## config.mk

```make
export PLATFORM = sky130hd
export DESIGN_NAME = mul_ucode_seq
export DESIGN_NICKNAME = d
export VERILOG_FILES = /design/src/rtl/cpu_pkg.sv /design/src/rtl/mul_shift_add_dp.sv /design/src/rtl/mul_ucode_seq.sv
export SDC_FILE = /design/constraint.sdc
export NUM_CORES = 1
export LEC_CHECK = 0
export BUFFER_PORTS_ARGS = -buffer_cell sky130_fd_sc_hd__buf_4
export CAP_MARGIN = 20
export CORE_MARGIN = 8
export CORE_UTILIZATION = 45
export DETAILED_ROUTE_END_ITERATION = 7
export PLACE_DENSITY_LB_ADDON = 0.08
export SYNTH_ARGS = -nofsm -noshare
export SYNTH_HDL_FRONTEND = slang
export SYNTH_HIERARCHICAL = 1
export SYNTH_SLANG_ARGS = --single-unit
```

## constraint.sdc

```tcl
create_clock -name clk -period 3.2 [get_ports clk]
set_clock_uncertainty 0.05 [all_clocks]
set_input_delay 0 -clock clk [delete_from_list [all_inputs] [get_ports clk]]
set_output_delay 0 -clock clk [all_outputs]
set_load 0.005 [all_outputs]
```

## src/rtl/cpu_pkg.sv

```systemverilog
// Shared CPU constants: MUL opcode, instruction field positions and the
// sequencer state encoding.
package cpu_pkg;

  localparam logic [6:0] OP_MUL = 7'b0101000;

  localparam int OPC_HI = 31;
  localparam int OPC_LO = 25;
  localparam int RD_HI  = 24;
  localparam int RD_LO  = 21;

  localparam int S_IDLE = 0;
  localparam int S_RUN  = 1;
  localparam int S_DONE = 2;

  typedef enum logic [1:0] {
    ST_IDLE = 2'(S_IDLE),
    ST_RUN  = 2'(S_RUN),
    ST_DONE = 2'(S_DONE)
  } state_e;

  function automatic logic is_opcode(input logic [31:0] instr, input logic [6:0] opc);
    return instr[OPC_HI:OPC_LO] == opc;
  endfunction

endpackage

```

## src/rtl/mul_shift_add_dp.sv

```systemverilog
// Shift-and-add multiplier datapath: one partial product per step, with the
// accumulator's next value and a "remaining multiplier is zero" look-ahead.
module mul_shift_add_dp #(
  parameter int unsigned WIDTH = 32
) (
  input  logic             clk,
  input  logic             rst,
  input  logic             load_i,
  input  logic             step_i,
  input  logic [WIDTH-1:0] mcand_i,
  input  logic [WIDTH-1:0] mplier_i,
  output logic [WIDTH-1:0] acc_next_o,
  output logic             mplier_next_zero_o
);

  logic [WIDTH-1:0] mcand_q;
  logic [WIDTH-1:0] mplier_q;
  logic [WIDTH-1:0] acc_q;
  logic [WIDTH-1:0] acc_d;
  logic [WIDTH-1:0] mplier_d;

  // Sum wraps at WIDTH bits, so the result is the low half of the product.
  assign acc_d    = mplier_q[0] ? (acc_q + mcand_q) : acc_q;
  assign mplier_d = mplier_q >> 1;

  assign acc_next_o         = acc_d;
  assign mplier_next_zero_o = (mplier_d == '0);

  always_ff @(posedge clk) begin
    if (rst) begin
      mcand_q  <= '0;
      mplier_q <= '0;
      acc_q    <= '0;
    end else if (load_i) begin
      mcand_q  <= mcand_i;
      mplier_q <= mplier_i;
      acc_q    <= '0;
    end else if (step_i) begin
      mcand_q  <= mcand_q << 1;
      mplier_q <= mplier_d;
      acc_q    <= acc_d;
    end
  end

endmodule

```

## src/rtl/mul_ucode_seq.sv

```systemverilog
// MUL microcode sequencer: freezes fetch on a MUL, iterates the shift-and-add
// datapath, writes the low product back and releases fetch.
module mul_ucode_seq
  import cpu_pkg::*;
#(
  parameter int unsigned WIDTH      = 32,
  parameter int unsigned RAW        = 4,
  parameter logic [6:0]  MUL_OPCODE = OP_MUL,
  parameter bit          EARLY_EXIT = 1'b1
) (
  input  logic             clk,
  input  logic             rst,
  input  logic [31:0]      instr_in,
  input  logic             instr_valid,
  input  logic [WIDTH-1:0] op_a,
  input  logic [WIDTH-1:0] op_b,
  input  logic             flush,
  output logic             mul_trigger,
  output logic             mul_release,
  output logic             busy,
  output logic             wb_en,
  output logic [RAW-1:0]   wb_addr,
  output logic [WIDTH-1:0] wb_data
);

  localparam int CW = $clog2(WIDTH + 1);

  state_e           state_q;
  logic [CW-1:0]    count_q;
  logic [CW-1:0]    count_d;
  logic [RAW-1:0]   rd_q;
  logic             mul_release_q;
  logic             wb_en_q;
  logic [RAW-1:0]   wb_addr_q;
  logic [WIDTH-1:0] wb_data_q;

  logic             dp_step;
  logic [WIDTH-1:0] acc_next;
  logic             mplier_next_zero;
  logic             run_done;
  logic             unused_instr;

  assign unused_instr = ^instr_in;

  assign mul_trigger = ~rst & (state_q == ST_IDLE) & instr_valid
                     & is_opcode(instr_in, MUL_OPCODE) & ~flush;

  assign dp_step  = (state_q == ST_RUN) & ~flush;
  assign count_d  = count_q - CW'(1);
  assign run_done = (count_d == '0) || (EARLY_EXIT && mplier_next_zero);

  mul_shift_add_dp #(
    .WIDTH (WIDTH)
  ) u_dp (
    .clk                (clk),
    .rst                (rst),
    .load_i             (mul_trigger),
    .step_i             (dp_step),
    .mcand_i            (op_a),
    .mplier_i           (op_b),
    .acc_next_o         (acc_next),
    .mplier_next_zero_o (mplier_next_zero)
  );

  always_ff @(posedge clk) begin
    if (rst) begin
      state_q       <= ST_IDLE;
      count_q       <= '0;
      rd_q          <= '0;
      mul_release_q <= 1'b0;
      wb_en_q       <= 1'b0;
      wb_addr_q     <= '0;
      wb_data_q     <= '0;
    end else begin
      mul_release_q <= 1'b0;
      wb_en_q       <= 1'b0;
      case (state_q)
        ST_IDLE: begin
          if (mul_trigger) begin
            rd_q    <= instr_in[RD_LO +: RAW];
            count_q <= CW'(WIDTH);
            state_q <= ST_RUN;
          end
        end
        ST_RUN: begin
          // An abort still releases fetch so it can leave its microcode state.
          if (flush) begin
            state_q       <= ST_IDLE;
            mul_release_q <= 1'b1;
          end else begin
            count_q <= count_d;
            if (run_done) begin
              state_q       <= ST_DONE;
              mul_release_q <= 1'b1;
              wb_en_q       <= 1'b1;
              wb_addr_q     <= rd_q;
              wb_data_q     <= acc_next;
            end
          end
        end
        ST_DONE: state_q <= ST_IDLE;
        default: state_q <= ST_IDLE;
      endcase
    end
  end

  assign busy        = (state_q != ST_IDLE);
  assign mul_release = mul_release_q;
  assign wb_en       = wb_en_q;
  assign wb_addr     = wb_addr_q;
  assign wb_data     = wb_data_q;

endmodule

```

After elaboration in Yosys (flattened, before gate mapping)
Index checks and enable logic that the tools add are counted.
{ "op_classes": {"bitwise_logic": 8, "n_shift": 0, "multipliers": 0, "muxes": 14, "n_lt_le_gt_ge": 0, "n_addsub": 2, "eq_ne": 5, "n_reduce_logical": 14, "n_div": 0} }
{ "op_table": {"columns": ["cell", "count"], "rows": [
  ["two-way mux 32 bit", 5],
  ["adder 32 bit", 1],
  ["logical NOT 32 bit", 1],
  ["two-way mux 6 bit", 2],
  ["case mux 6 bit (2 select lines)", 1],
  ["equality test 7 x 6 -> 1 bit, second input constant", 1],
  ["logical NOT 6 bit", 1],
  ["two-way mux 2 bit", 3],
  ["AND reduction 3 bit", 2],
  ["nonzero test 2 bit", 3],
  ["subtractor 6 x 1 -> 6 bit, second input constant", 1],
  ["bitwise AND 1 bit", 5],
  ["inequality test 2 bit, second input constant", 2],
  ["case mux 2 bit (2 select lines)", 1],
  ["AND reduction 2 bit", 2],
  ["OR reduction 2 bit", 2],
  ["inequality test 3 bit, second input constant", 1],
  ["inverter 1 bit", 3],
  ["OR reduction 3 bit", 1],
  ["equality test 2 x 1 -> 1 bit, second input constant", 1],
  ["logical NOT 2 bit", 1],
  ["two-way mux 1 bit", 2],
  ["logical OR 1 bit", 1]
]} }
{ "totals": {"elab_cells": 53, "out_inout_bits": 40, "romBits": 0, "reg_bits": 146, "n_memories": 0, "mem_bits_rw": 0, "input_bits": 100, "latchBits": 0} }

Depth between registers and ports, before layout
Gate-level depths: netlist of run 1.
{ "depth": {"depth_word": 7, "mapped_depth": 13, "ltp_nobuf": 13} }

Hierarchy
Netlist of run 1, hierarchy kept.
{ "by_module_without_submodules": {"columns": ["module", "instances", "seq_area_each_um2", "cells_each", "area_per_inst_um2"], "rows": [
  ["mul_shift_add_dp", 1, 1921.8, 754, 6040.8],
  ["mul_ucode_seq", 1, 1001.0, 235, 2272.2]
]} }

Worst setup path before layout of run 1
Ideal clock, no wire load.
{ "synth_path": {"kind": "register -> register", "start": "reg u_dp.mcand_q[0]", "end": "reg wb_data_q[16] (netlist: wb_data[16])", "stages_incl_launch_ff": 14, "setup_ns": 0.123, "period_less_slack_ns": 2.750, "n_path_buf": 0, "required_ns": 3.027, "slack_ns": 0.450, "t_arrival_ns": 2.577, "path_cell_list": "dfxtp_1 ha_1 fa_1 a21o_1 nand4_1 a21o_4 nand2_4 a211o_1 a21o_1 a21oi_2 xnor2_1 mux2_4 nand4b_1 o21ai_0"} }
{ "synth_via": {"elab_chain_len": 2} }
{ "synth_rtl": {"columns": ["element", "line", "rtl"], "rows": [
  ["from (decl)", "mul_shift_add_dp.sv:16", "logic [WIDTH-1:0] mcand_q;"],
  ["from (signal assigned)", "mul_shift_add_dp.sv:35", "mcand_q <= mcand_i;"],
  ["from (signal assigned)", "mul_shift_add_dp.sv:39", "mcand_q <= mcand_q << 1;"],
  ["adder 32 bit", "mul_shift_add_dp.sv:23", "assign acc_d = mplier_q[0] ? (acc_q + mcand_q) : acc_q;"],
  ["two-way mux 32 bit", "mul_shift_add_dp.sv:23", null],
  ["named net acc_next[16]", "mul_ucode_seq.sv:38", "logic [WIDTH-1:0] acc_next;"],
  ["to (signal assigned)", "mul_ucode_seq.sv:97", "wb_data_q <= acc_next;"],
  ["to (decl)", "mul_ucode_seq.sv:35", "logic [WIDTH-1:0] wb_data_q;"]
]} }
The timed path passes the listed nets, and every way through them passes these cells.
A chain may end at the register's enable or synchronous reset.

Worst setup path after layout of run 1
Same ends and word-level chain as after synthesis.

==> impl_results.md, run 1 <==
* Status: finished clean
* Maximum root-to-sink buffer count at 2
* GRT overflow at 0
* Largest net degree at the start of global routing at 129
* # Post-CTS Setup Buffers at 0
* Reg power frac at 0.455
* Total vias in the final route at around 7300
* Post-Layout Inst Area at between 10000 and 15000 sq um
* Crit-path most repeated cell: a21o_1
* Met1 Track Usage GR at 0.212
* Leakage at between 4 and 5 nW
* Worst Tran Pin Value at ~770 ps
* I/O Pins at 140
* Critical Path Sink: wb_data[16]
* Nets@finish at roughly 1300
* Fin crit period at around 3000 ps
* RSZ-0062 raised after global routing: no
* Main synth FF type: dfxtp_1
* Initial antenna violation count at 0
* Pwr dens at between 300 and 400 nW/um^2
* Fin worst setup slack at between 200 and 250 ps
* Routed Antenna Nets at 0
* Most common cell after layout, fill and taps aside: nor2_1
* CTS root buf: clkbuf_16
* Largest delay contributor family on the critical path: compound AO/OA/AOI/OAI gates
* Via count of the first global-routing pass at 7227
* Worst path bufs/invs at 0
* Stages on the worst setup path at 13
* Vias/cell at between 5 and 6
* Switching Power at about 0.0009 W
* Ys async rst share at 0
* Max-Cap Viols at 0
* Worst rel slew slack at 0.488
* Met2 usage at 0.345
* Critical path endpoint category: flop
* EDFF count, synth at 0
* Reg-to-Reg End: wb_data[16]
* Die area at approximately 23000 sq um
* Initial Util at 0.461
* CP Launch Type: flop
* GRT Util Overall at 0.187
* Fin Hold WS at between 100 and 150 ps
* Clock Power Share at 0.493
* Peak supply drop at 0.337 mV
* Global-route wire length before repair at 36.1 mm
* Setup TNS at 0 ps
* Seq/Total Area, Yosys at 0.352
* Initial DRC count at 327
* Final Cycle Share at 0.937
* Slowest CP cell: fa_1
* Die height at ~150 um
* Worst r2r path cells at 13
* Combinational share of power at 0.052
* Pre-antenna DRT Iters at 5
* Fill count at approximately 1600
* Number of remaining DRC errors at 0
* Max FO, Critical Path at 5
* Setup crit start: u_dp/mcand_q[0]
* Design Power at 0.00399 W
* HP Class: input port to flop
* Netlist Area Pre-Place at between 8000 and 9000 sq um
* Dpl cell area at 9330 sq um
* GR Layer Usage met3 at 0.0426
* Commonest cells after routing, fill and taps aside: 176 x nor2_1, 146 x dfxtp_1, 131 x buf_4
* Avg WL per Cell at about 16 um
* CTS resizes at 0
* H-tree Lvls at 4
* Skew-Pair Late Insertion Delay at around 430 ps
* Max incr delay on CP at around 420 ps
* CTS Sinks at around 150
* CTS Hold Bufs at 69
* CORE AREA at 18000 sq um
* Fraction of layout cells with a size suffix above 1 at 0.197
* Yosys warning count at 6
* R2R Setup Slk at 200 ps
* Port Buf Inserts at between 100 and 150
* Syn avg cell area at roughly 8.4 sq um
* Final count of negative-setup-slack endpoints at 0
* Internal at 0.00312 W
* CTS clk-pin slew, worst paths at ~60 ps
* Synthesized instance count at roughly 1000
* TritonCTS Buffers at 17
* Syn_nets at 1123
* Critical path cell sequence: ha_1, fa_1, a21o_1, nand4_1, a21o_4, nand2_4, a211o_1, a21o_1, a21oi_2, xnor2_1, mux2_4, nand4b_1, o21ai_0
* Place WS at 228 ps
* Layer with the highest usage: met2
* FF+latch count, synth at around 150
* Antenna Cells at 0
* DP Wirelength at approximately 15 mm
* Hold Fails Final Rpt at 0
* Fmax at between 0.3 and 0.4 GHz
* Sw Ratio at 0.219
* Worst endpoint required time at about 3400 ps
* Critical Path AT at 3230 ps
* Cell Rows at 49
* Max Slew Vio Count at 0
* Kind of critical path: flop to flop
* Yosys cell types at 71
* Die outline width at around 150 um
* Final WL at 22.0 mm
* CTS tree: built
* Final Wtd Congestion at 0.846
* Area grow syn2layout at 27.5%
* FF-to-FF Start: u_dp/mcand_q[0]
-- power by group through the flow --
| stage | Sequential [W] | Clock [W] | Combinational [W] |
|---|---|---|---|
| global placement | 0.00186 | 0 | 0.000140 |
| global route | 0.00182 | 0.00209 | 0.000221 |
| CTS | 0.00182 | 0.00201 | 0.000207 |
| detailed placement | 0.00186 | 0 | 0.000139 |
| floorplan | 0.00186 | 0 | 0.0000483 |
| finish | 0.00182 | 0.00197 | 0.000208 |
-- tightest hold or removal path: cells and delay by family --
| family | cells | cell delay [ps] |
|---|---|---|
| buf+inv | 1 | 80 |
| compound gates | 3 | 410 |
| simple gates | 1 | 50 |
-- final cells by class --
type                       count  area (sq um)  share of cell area
clock buffer                  19           443              0.0418
tap                          229           287              0.0270
sequential                   146          2920               0.276
clock inverter                13           136              0.0129
timing repair buffer         202          1710               0.162
multi-input combinational    766          5050               0.477
inverter                       9          37.5             0.00354
-- flip-flops by register name, summed over array words and instances, names as in the netlist --
register,count
state_q,2
wb_data,32
u_dp/mplier_q,32
wb_addr,4
rd_q,4
u_dp/mcand_q,32
wb_en,1
mul_release,1
count_q,6
u_dp/acc_q,32
-- synthesized netlist by cell type, drive strengths merged (3+ instances only) --
cell | instances | area [sq um]
xor2 | 10 | 87.6
a21oi | 112 | 568
buf | 22 | 128
a31o | 4 | 35.0
o21a | 6 | 45.0
nand4b | 36 | 315
mux2i | 79 | 791
and3 | 3 | 18.8
and2 | 3 | 21.3
a211oi | 3 | 27.5
a311oi | 4 | 35.0
or3 | 4 | 25.0
inv | 9 | 33.8
nand2b | 41 | 257
clkbuf | 46 | 174
ha | 33 | 413
o21ai | 63 | 390
nand2 | 46 | 188
xnor2 | 18 | 158
a31oi | 3 | 18.8
nor3 | 8 | 40.0
or2 | 4 | 25.0
a21o | 15 | 121
nor3b | 3 | 22.5
dfxtp | 146 | 2920
nand3 | 13 | 65.1
nand4 | 7 | 43.8
o31ai | 5 | 42.5
o211ai | 4 | 35.0
a21boi | 3 | 22.5
nor2b | 5 | 31.3
nor4 | 9 | 56.3
nor2 | 176 | 661
mux2 | 24 | 274
-- logic make-up after synthesis --
logic type               count (synthesis)  share of synthesized area
AND/OR/NAND/NOR                        366                      0.221
AO/OA/AOI/OAI                          235                      0.177
flip-flops                             146                      0.352
multiplexers                           103                      0.128
buffers and inverters                   77                     0.0403
adder cells (fa/ha/maj)                 34                     0.0521
XOR/XNOR                                28                     0.0295
-- routing by layer --
| layer | up-vias | wire (um) | share of wire |
|---|---|---|---|
| met2 | 91 | 11500 | 0.53 |
| met5 | - | 0 | 0 |
| met4 | 0 | 212 | 0.0096 |
| met1 | 3422 | 9610 | 0.44 |
| met3 | 11 | 618 | 0.028 |
| li1 | 3821 | - | - |
-- per-stage QoR --
stage	instances	util
3_5_place_dp	1283	0.517
6_report	1384	0.588
5_1_grt	1384	0.588
3_3_place_gp	1283	0.517
2_1_floorplan	989	-
4_1_cts	1384	0.588
-- how the worst min path moves through the flow --
stage                      start  slack, ps                to  cells past startpoint
global route        instr_in[29]        140        count_q[5]                      5
finish              instr_in[27]        110        count_q[5]                      5
detailed placement       op_b[4]        190  u_dp/mplier_q[4]                      3
floorplan               op_a[29]         90  u_dp/mcand_q[29]                      2
CTS                 instr_in[27]        100        count_q[5]                      5
global placement        op_a[29]        180  u_dp/mcand_q[29]                      3
(Power assumes the default switching activity.)
==> inputs of run 2 (changes only) <==
--- a/config.mk
+++ b/config.mk
@@ -13,5 +13,4 @@
 export PLACE_DENSITY_LB_ADDON = 0.08
 export SYNTH_ARGS = -nofsm -noshare
 export SYNTH_HDL_FRONTEND = slang
-export SYNTH_HIERARCHICAL = 1
 export SYNTH_SLANG_ARGS = --single-unit
==> run 2 against run 1 <==
Net effect: fmax fell by 1.6%; global-route usage increased by 2.6 points; synthesized cell count fell by 0.30%; design area fell by 4.6%; first-iteration DRC count increased by 73%; critical path type unchanged; critical endpoint is now wb_data[18]; largest cell class unchanged.
==> impl_results.md, run 2 <==
* Total vias in the final route at 7581 (was 7345)
* H-tree Lvls at 4 (unchanged)
* Critical path endpoint category: flop (unchanged)
* Synth top area share at 0.379 (was 0.352)
* CORE AREA at 17000 sq um (was 18000 sq um)
* Setup TNS at 0 ps (unchanged)
* Final Cycle Share at 0.952 (was 0.937)
* Worst-case hold path end point: count_q[2] (was count_q[5])
* Nets@finish at 1284 (was 1276)
* Kind of critical path: flop to flop (unchanged)
* Netlist Area Pre-Place at 7700 sq um (was 8310 sq um)
* Hold_sp: rst (was instr_in[27])
* Synth area leaders: dfxtp_1 38%, nand2_1 9.2%, a21oi_1 6.8% (was dfxtp_1 35%, mux2i_1 9.5%, nor2_1 7.9%)
* Commonest cells after routing, fill and taps aside: 189 x nand2_1, 146 x dfxtp_1, 145 x buf_4 (was 176 x nor2_1, 146 x dfxtp_1, 131 x buf_4)
* Worst hold stages at 3 (was 5)
* Max FO, Critical Path at 4 (was 5)
* Port Buf Inserts at 118 (unchanged)
* Cell Rows at 48 (was 49)
* Vias/cell at 5.46 (was 5.31)
* Reg-to-Reg End: wb_data[18] (was wb_data[16])
* Initial DRC count at 565 (was 327)
* Maximum root-to-sink buffer count at 2 (unchanged)
* FF+latch count, synth at 146 (unchanged)
* Top cells by count, synth: 189 x nand2_1, 146 x dfxtp_1, 106 x nor2_1 (was 176 x nor2_1, 146 x dfxtp_1, 110 x a21oi_1)
* Number of remaining DRC errors at 0 (unchanged)
* Leakage at 3.97 nW (was 4.47 nW)
* CTS root buf: clkbuf_16 (unchanged)
* GRT overflow at 0 (unchanged)
* I/O Pins at 140 (unchanged)
* Avg WL per Cell at 16.3 um (was 15.9 um)
* Skew-Pair Late Insertion Delay at 430 ps (about the same)
* Area grow syn2layout at 31.2% (was 27.5%)
* Fmax at 0.328 GHz (was 0.333 GHz)
* CTS Sinks at 146 (unchanged)
* Worst rel slew slack at 0.297 (was 0.488)
* Die area at 21600 sq um (was 23100 sq um)
* Final count of negative-setup-slack endpoints at 0 (unchanged)
* Global-route wire length before repair at 38.0 mm (was 36.1 mm)
* Status: finished clean (unchanged)
* Syn_nets at 1120 (was 1123)
* Synthesized instance count at 986 (was 989)
* Worst endpoint required time at 3450 ps (was 3430 ps)
* Worst Tran Pin Value at 1050 ps (was 768 ps)
* Initial Util at 0.453 (was 0.461)
* Initial antenna violation count at 1 (was 0)
* EDFF count, synth at 0 (unchanged)
* CTS clk-pin slew, worst paths at 70 ps (was 60 ps)
* Max Slew Vio Count at 0 (unchanged)
* Yosys cell types at 65 (was 71)
* Count leader, synth: nand2_1 (was nor2_1)
* Via count of the first global-routing pass at 7484 (was 7227)
* Peak supply drop at 0.355 mV (was 0.337 mV)
* Leading area contributor after synthesis: dfxtp_1 (unchanged)
* FF-to-FF Start: u_dp.acc_q[0] (was u_dp/mcand_q[0])
* Die height at 147 um (was 152 um)
* Fill count at 1554 (was 1637)
* HP Class: input port to flop (unchanged)
* Seq/Total Area, Yosys at 0.379 (was 0.352)
* Fin worst setup slack at 152 ps (was 200 ps)
* Main synth FF type: dfxtp_1 (unchanged)
* DP Wirelength at 15.4 mm (was 14.9 mm)
* TritonCTS Buffers at 17 (unchanged)
* CP Launch Type: flop (unchanged)
* Critical Path AT at 3300 ps (was 3230 ps)
* GRT Util Overall at 0.213 (was 0.187)
* Pre-antenna DRT Iters at 5 (unchanged)
* Place WS at 97.2 ps (was 228 ps)
* RSZ-0062 raised after global routing: no (unchanged)
* Max-Cap Viols at 0 (unchanged)
* Largest net degree at the start of global routing at 67 (was 129)
* Yosys warning count at 0 (was 6)
* Pwr dens at 401 nW/um^2 (was 377 nW/um^2)
* Fin crit period at 3050 ps (was 3000 ps)
* Final WL at 22.7 mm (was 22.0 mm)
* Hold Fails Final Rpt at 0 (unchanged)
* Syn avg cell area at 7.81 sq um (was 8.41 sq um)
* Ys async rst share at 0 (unchanged)
* Fraction of layout cells with a size suffix above 1 at 0.172 (was 0.197)
* R2R Setup Slk at 150 ps (was 200 ps)
* Final Wtd Congestion at 0.884 (was 0.846)
* Routed Antenna Nets at 0 (unchanged)
* Worst r2r path cells at 11 (was 13)
* CTS tree: built (unchanged)
* Most common cell after layout, fill and taps aside: nand2_1 (was nor2_1)
* Die outline width at 147 um (was 152 um)
-- run 2: final cells by class --
cell class / count / area [sq um] / area share
multi-input combinational: 757 / 4470 / 0.443
inverter: 14 / 52.6 / 0.00520
clock buffer: 17 / 425 / 0.0421
clock inverter: 15 / 171 / 0.0170
antenna: 1 / 2.50 / 0.000248
tap: 225 / 282 / 0.0278
timing repair buffer: 214 / 1780 / 0.176
sequential: 146 / 2920 / 0.289
-- run 2: worst max path at each step --
stage	startpoint	endpoint	slack (ps)	depth (start not counted)
global placement	u_dp.acc_q[0]	wb_data[20]	150	10
finish	u_dp.acc_q[0]	wb_data[18]	150	11
detailed placement	u_dp.acc_q[0]	wb_data[20]	100	10
CTS	u_dp.acc_q[0]	wb_data[20]	90	10
floorplan	u_dp.acc_q[0]	wb_data[20]	370	10
global route	u_dp.acc_q[0]	u_dp.acc_q[30]	0.8	11
-- run 2: where the power goes --
group          total, W  internal [W]  switching (W)
Sequential      0.00182       0.00182    0.000000932
Clock           0.00204       0.00117       0.000873
Combinational  0.000189      0.000122      0.0000668
Total           0.00405       0.00311       0.000941
-- run 2: critical path, cell delays in order, from the launching register on --
cell	delay, ps
dfxtp_1	330
ha_1	230
fa_1	400
a21o_1	210
a41o_1	240
a221o_2	460
a211oi_4	350
buf_4	170
xnor2_1	60
mux2_4	270
nor2_1	100
nor3_1	50
-- run 2: kinds of logic (layout without fill, tap and decap cells) --
| logic type | Yosys count | count (layout) | synth area share |
|---|---|---|---|
| and+or+nand+nor | 377 | 377 | 0.208 |
| AOI/OAI and AO/OA | 304 | 304 | 0.265 |
| DFF | 146 | 146 | 0.379 |
| buffers and inverters | 83 | 260 | 0.0412 |
| adders and majority gates | 34 | 34 | 0.0562 |
| xor gates and xnor gates | 29 | 29 | 0.0330 |
| muxes | 13 | 13 | 0.0177 |
| other | 0 | 1 | 0 |
-- run 2: per-layer routing --
metal	global-route usage	up-vias	wire (um)
met1	0.266	3526	10500
li1	-	3881	-
met5	0	-	0
met2	0.355	156	10800
met4	0.0644	0	321
met3	0.0501	18	1020
-- run 2: what timing repair did --
item | in CTS | in global routing
setup endpoints to repair | 0 | 2
hold endpoints to repair | 69 | 0
hold buffers | 69 | 0
setup buffers | 0 | 4
gates resized for setup | 0 | 2
-- run 2: per-stage QoR --
step / hold slack [ps] / power (W) / cells / utilization / cell area, sq um
2_1_floorplan: 86.0 / 0.00189 / 986 / - / 7700
3_3_place_gp: 203 / 0.00198 / 1283 / 0.517 / 8790
3_5_place_dp: 209 / 0.00198 / 1283 / 0.517 / 8790
4_1_cts: 77.8 / 0.00409 / 1384 / 0.593 / 10100
5_1_grt: 121 / 0.00419 / 1389 / 0.595 / 10100
6_report: 104 / 0.00405 / 1389 / 0.595 / 10100
==> inputs of run 3 (changes only) <==
--- a/config.mk
+++ b/config.mk
@@ -11,6 +11,7 @@
 export CORE_UTILIZATION = 45
 export DETAILED_ROUTE_END_ITERATION = 7
 export PLACE_DENSITY_LB_ADDON = 0.08
+export RECOVER_POWER = 100
 export SYNTH_ARGS = -nofsm -noshare
 export SYNTH_HDL_FRONTEND = slang
 export SYNTH_SLANG_ARGS = --single-unit
==> run 3 against run 2 <==
Net effect: the flow now finishes with violations (max-capacitance violations, max-slew violations); critical path depth did not move; global-route usage did not move; via count rose by 0.54%; wire length fell by 0.16%; fmax fell by 0.27%; first-iteration DRC count fell by 12%; power fell by 0.12%; sequential power barely moved; core utilization fell by 0.35 points; sequential cell count did not move; critical path type unchanged; critical endpoint unchanged; largest cell class unchanged.
==> impl_results.md, run 3 (synthesis gave the netlist of run 2 again) <==
* Fmax at 0.327 GHz (was 0.328 GHz)
* Area grow syn2layout at 30.4% (was 31.2%)
* GRT overflow at 0 (unchanged)
* Nets@finish at 1284 (unchanged)
* Most common cell after layout, fill and taps aside: nand2_1 (unchanged)
* Worst rel slew slack at -0.0667 (was 0.297)
* CTS tree: built (unchanged)
* CTS clk-pin slew, worst paths at 60 ps (was 70 ps)
* DP Wirelength at 15.4 mm (unchanged)
* CTS root buf: clkbuf_16 (unchanged)
* Critical Path AT at 3300 ps (about the same)
* Leakage at 3.90 nW (was 3.97 nW)
* Initial antenna violation count at 1 (unchanged)
* Port Buf Inserts at 118 (unchanged)
* Skew-Pair Late Insertion Delay at 430 ps (about the same)
* Status: finished with violations (was finished clean)
* Max FO, Critical Path at 4 (unchanged)
* Peak supply drop at 0.353 mV (was 0.355 mV)
* Maximum root-to-sink buffer count at 2 (unchanged)
* Final Cycle Share at 0.955 (was 0.952)
* Die height at 147 um (unchanged)
* Die outline width at 147 um (unchanged)
* Final Wtd Congestion at 0.884 (unchanged)
* Commonest cells after routing, fill and taps aside: 189 x nand2_1, 146 x dfxtp_1, 106 x nor2_1 (was 189 x nand2_1, 146 x dfxtp_1, 145 x buf_4)
* Initial Util at 0.453 (unchanged)
* GRT Util Overall at 0.213 (unchanged)
* RSZ-0062 raised after global routing: no (unchanged)
* Final count of negative-setup-slack endpoints at 0 (unchanged)
* Worst endpoint required time at 3440 ps (was 3450 ps)
* DP Cell Count at 1283 (unchanged)
* Hold Fails Final Rpt at 0 (unchanged)
* Fraction of layout cells with a size suffix above 1 at 0.160 (was 0.172)
* Die area at 21600 sq um (unchanged)
* Failing checks: max-capacitance violations, max-slew violations
* CTS Sinks at 146 (unchanged)
* TritonCTS Buffers at 17 (unchanged)
* CORE AREA at 17000 sq um (unchanged)
* HP Class: input port to flop (unchanged)
* Cell Rows at 48 (unchanged)
* Number of remaining DRC errors at 0 (unchanged)
* Global-route wire length before repair at 38.0 mm (unchanged)
* I/O Pins at 140 (unchanged)
* Setup TNS at 0 ps (unchanged)
* Final Non-Filler Cells at 1389 (unchanged)
* Routed Antenna Nets at 0 (unchanged)
* Kind of critical path: flop to flop (unchanged)
* H-tree Lvls at 4 (unchanged)
* Pre-antenna DRT Iters at 5 (unchanged)
* Vias/cell at 5.49 (was 5.46)
* Design Power at 0.00405 W (about the same)
* Pwr dens at 403 nW/um^2 (was 401 nW/um^2)
* Critical path endpoint category: flop (unchanged)
* Final core utilization at 0.591 (was 0.595)
* Fill count at 1579 (was 1554)
* Total vias in the final route at 7622 (was 7581)
* CP Launch Type: flop (unchanged)
* Max-Cap Viols at 1 (was 0)
* Avg WL per Cell at 16.3 um (about the same)
* Final WL at 22.7 mm (about the same)
* Largest net degree at the start of global routing at 67 (unchanged)
* Worst Tran Pin Value at 1600 ps (was 1050 ps)
* Via count of the first global-routing pass at 7484 (unchanged)
* R2R Setup Slk at 140 ps (was 150 ps)
* Max Slew Vio Count at 36 (was 0)
* Fin Hold WS at 91.3 ps (was 104 ps)
* Initial DRC count at 495 (was 565)
* Fin crit period at 3060 ps (was 3050 ps)
run 3: metal layers:
layer | up-vias | track usage | share of wire | wire [um]
li1 | 3888 | - | - | -
met1 | 3555 | 0.266 | 0.47 | 10600
met2 | 159 | 0.355 | 0.48 | 10800
met3 | 20 | 0.0501 | 0.043 | 969
met4 | 0 | 0.0644 | 0.015 | 332
met5 | - | 0 | 0 | 0
run 3: what timing repair did:
item / 4_1_cts / 5_1_grt
setup buffers: 0 / 4
endpoints found under the setup margin: 0 / 2
hold buffers: 69 / 0
hold endpoints to repair: 69 / 0
gates resized for setup: 0 / 2
run 3: metrics by stage:
| step | cell area, sq um | worst slack [ps] |
|---|---|---|
| final | 10100 | 144 |
| after global placement | 8790 | 150 |
| after CTS | 10100 | 92.6 |
| after floorplan | 7700 | 371 |
| after detailed placement | 8790 | 97.2 |
| after global routing | 10100 | 0.518 |
run 3: power breakdown:
| group | total [W] | switching [W] | internal, W |
|---|---|---|---|
| Clock | 0.00204 | 0.000869 | 0.00117 |
| Sequential | 0.00182 | 0.000000936 | 0.00182 |
| Combinational | 0.000188 | 0.0000667 | 0.000122 |
| Total | 0.00405 | 0.000936 | 0.00311 |
run 3: worst paths after layout:
path	from	end	depth (start not counted)
max	u_dp.acc_q[0]	wb_data[18]	11
min	instr_in[27]	rd_q[0]	6
max reg2reg	u_dp.acc_q[0]	wb_data[18]	11
min reg2reg	state_q[1]	mul_release	1
run 3: worst max-delay path: stages, from the launching register on:
cell	delay, ps
dfxtp_1	330
ha_1	230
fa_1	400
a21o_1	210
a41o_1	240
a221o_2	460
a211oi_4	350
buf_4	170
xnor2_1	60
mux2_4	270
nor2_1	100
nor3_1	60
run 3: final cells by class:
cell class | instances | area (sq um) | share of cell area
multi-input combinational | 757 | 4470 | 0.445
sequential | 146 | 2920 | 0.291
timing repair buffer | 214 | 1720 | 0.172
clock buffer | 17 | 425 | 0.0423
tap | 225 | 282 | 0.0280
clock inverter | 15 | 171 | 0.0171
inverter | 14 | 52.6 | 0.00523
antenna | 1 | 2.50 | 0.000249
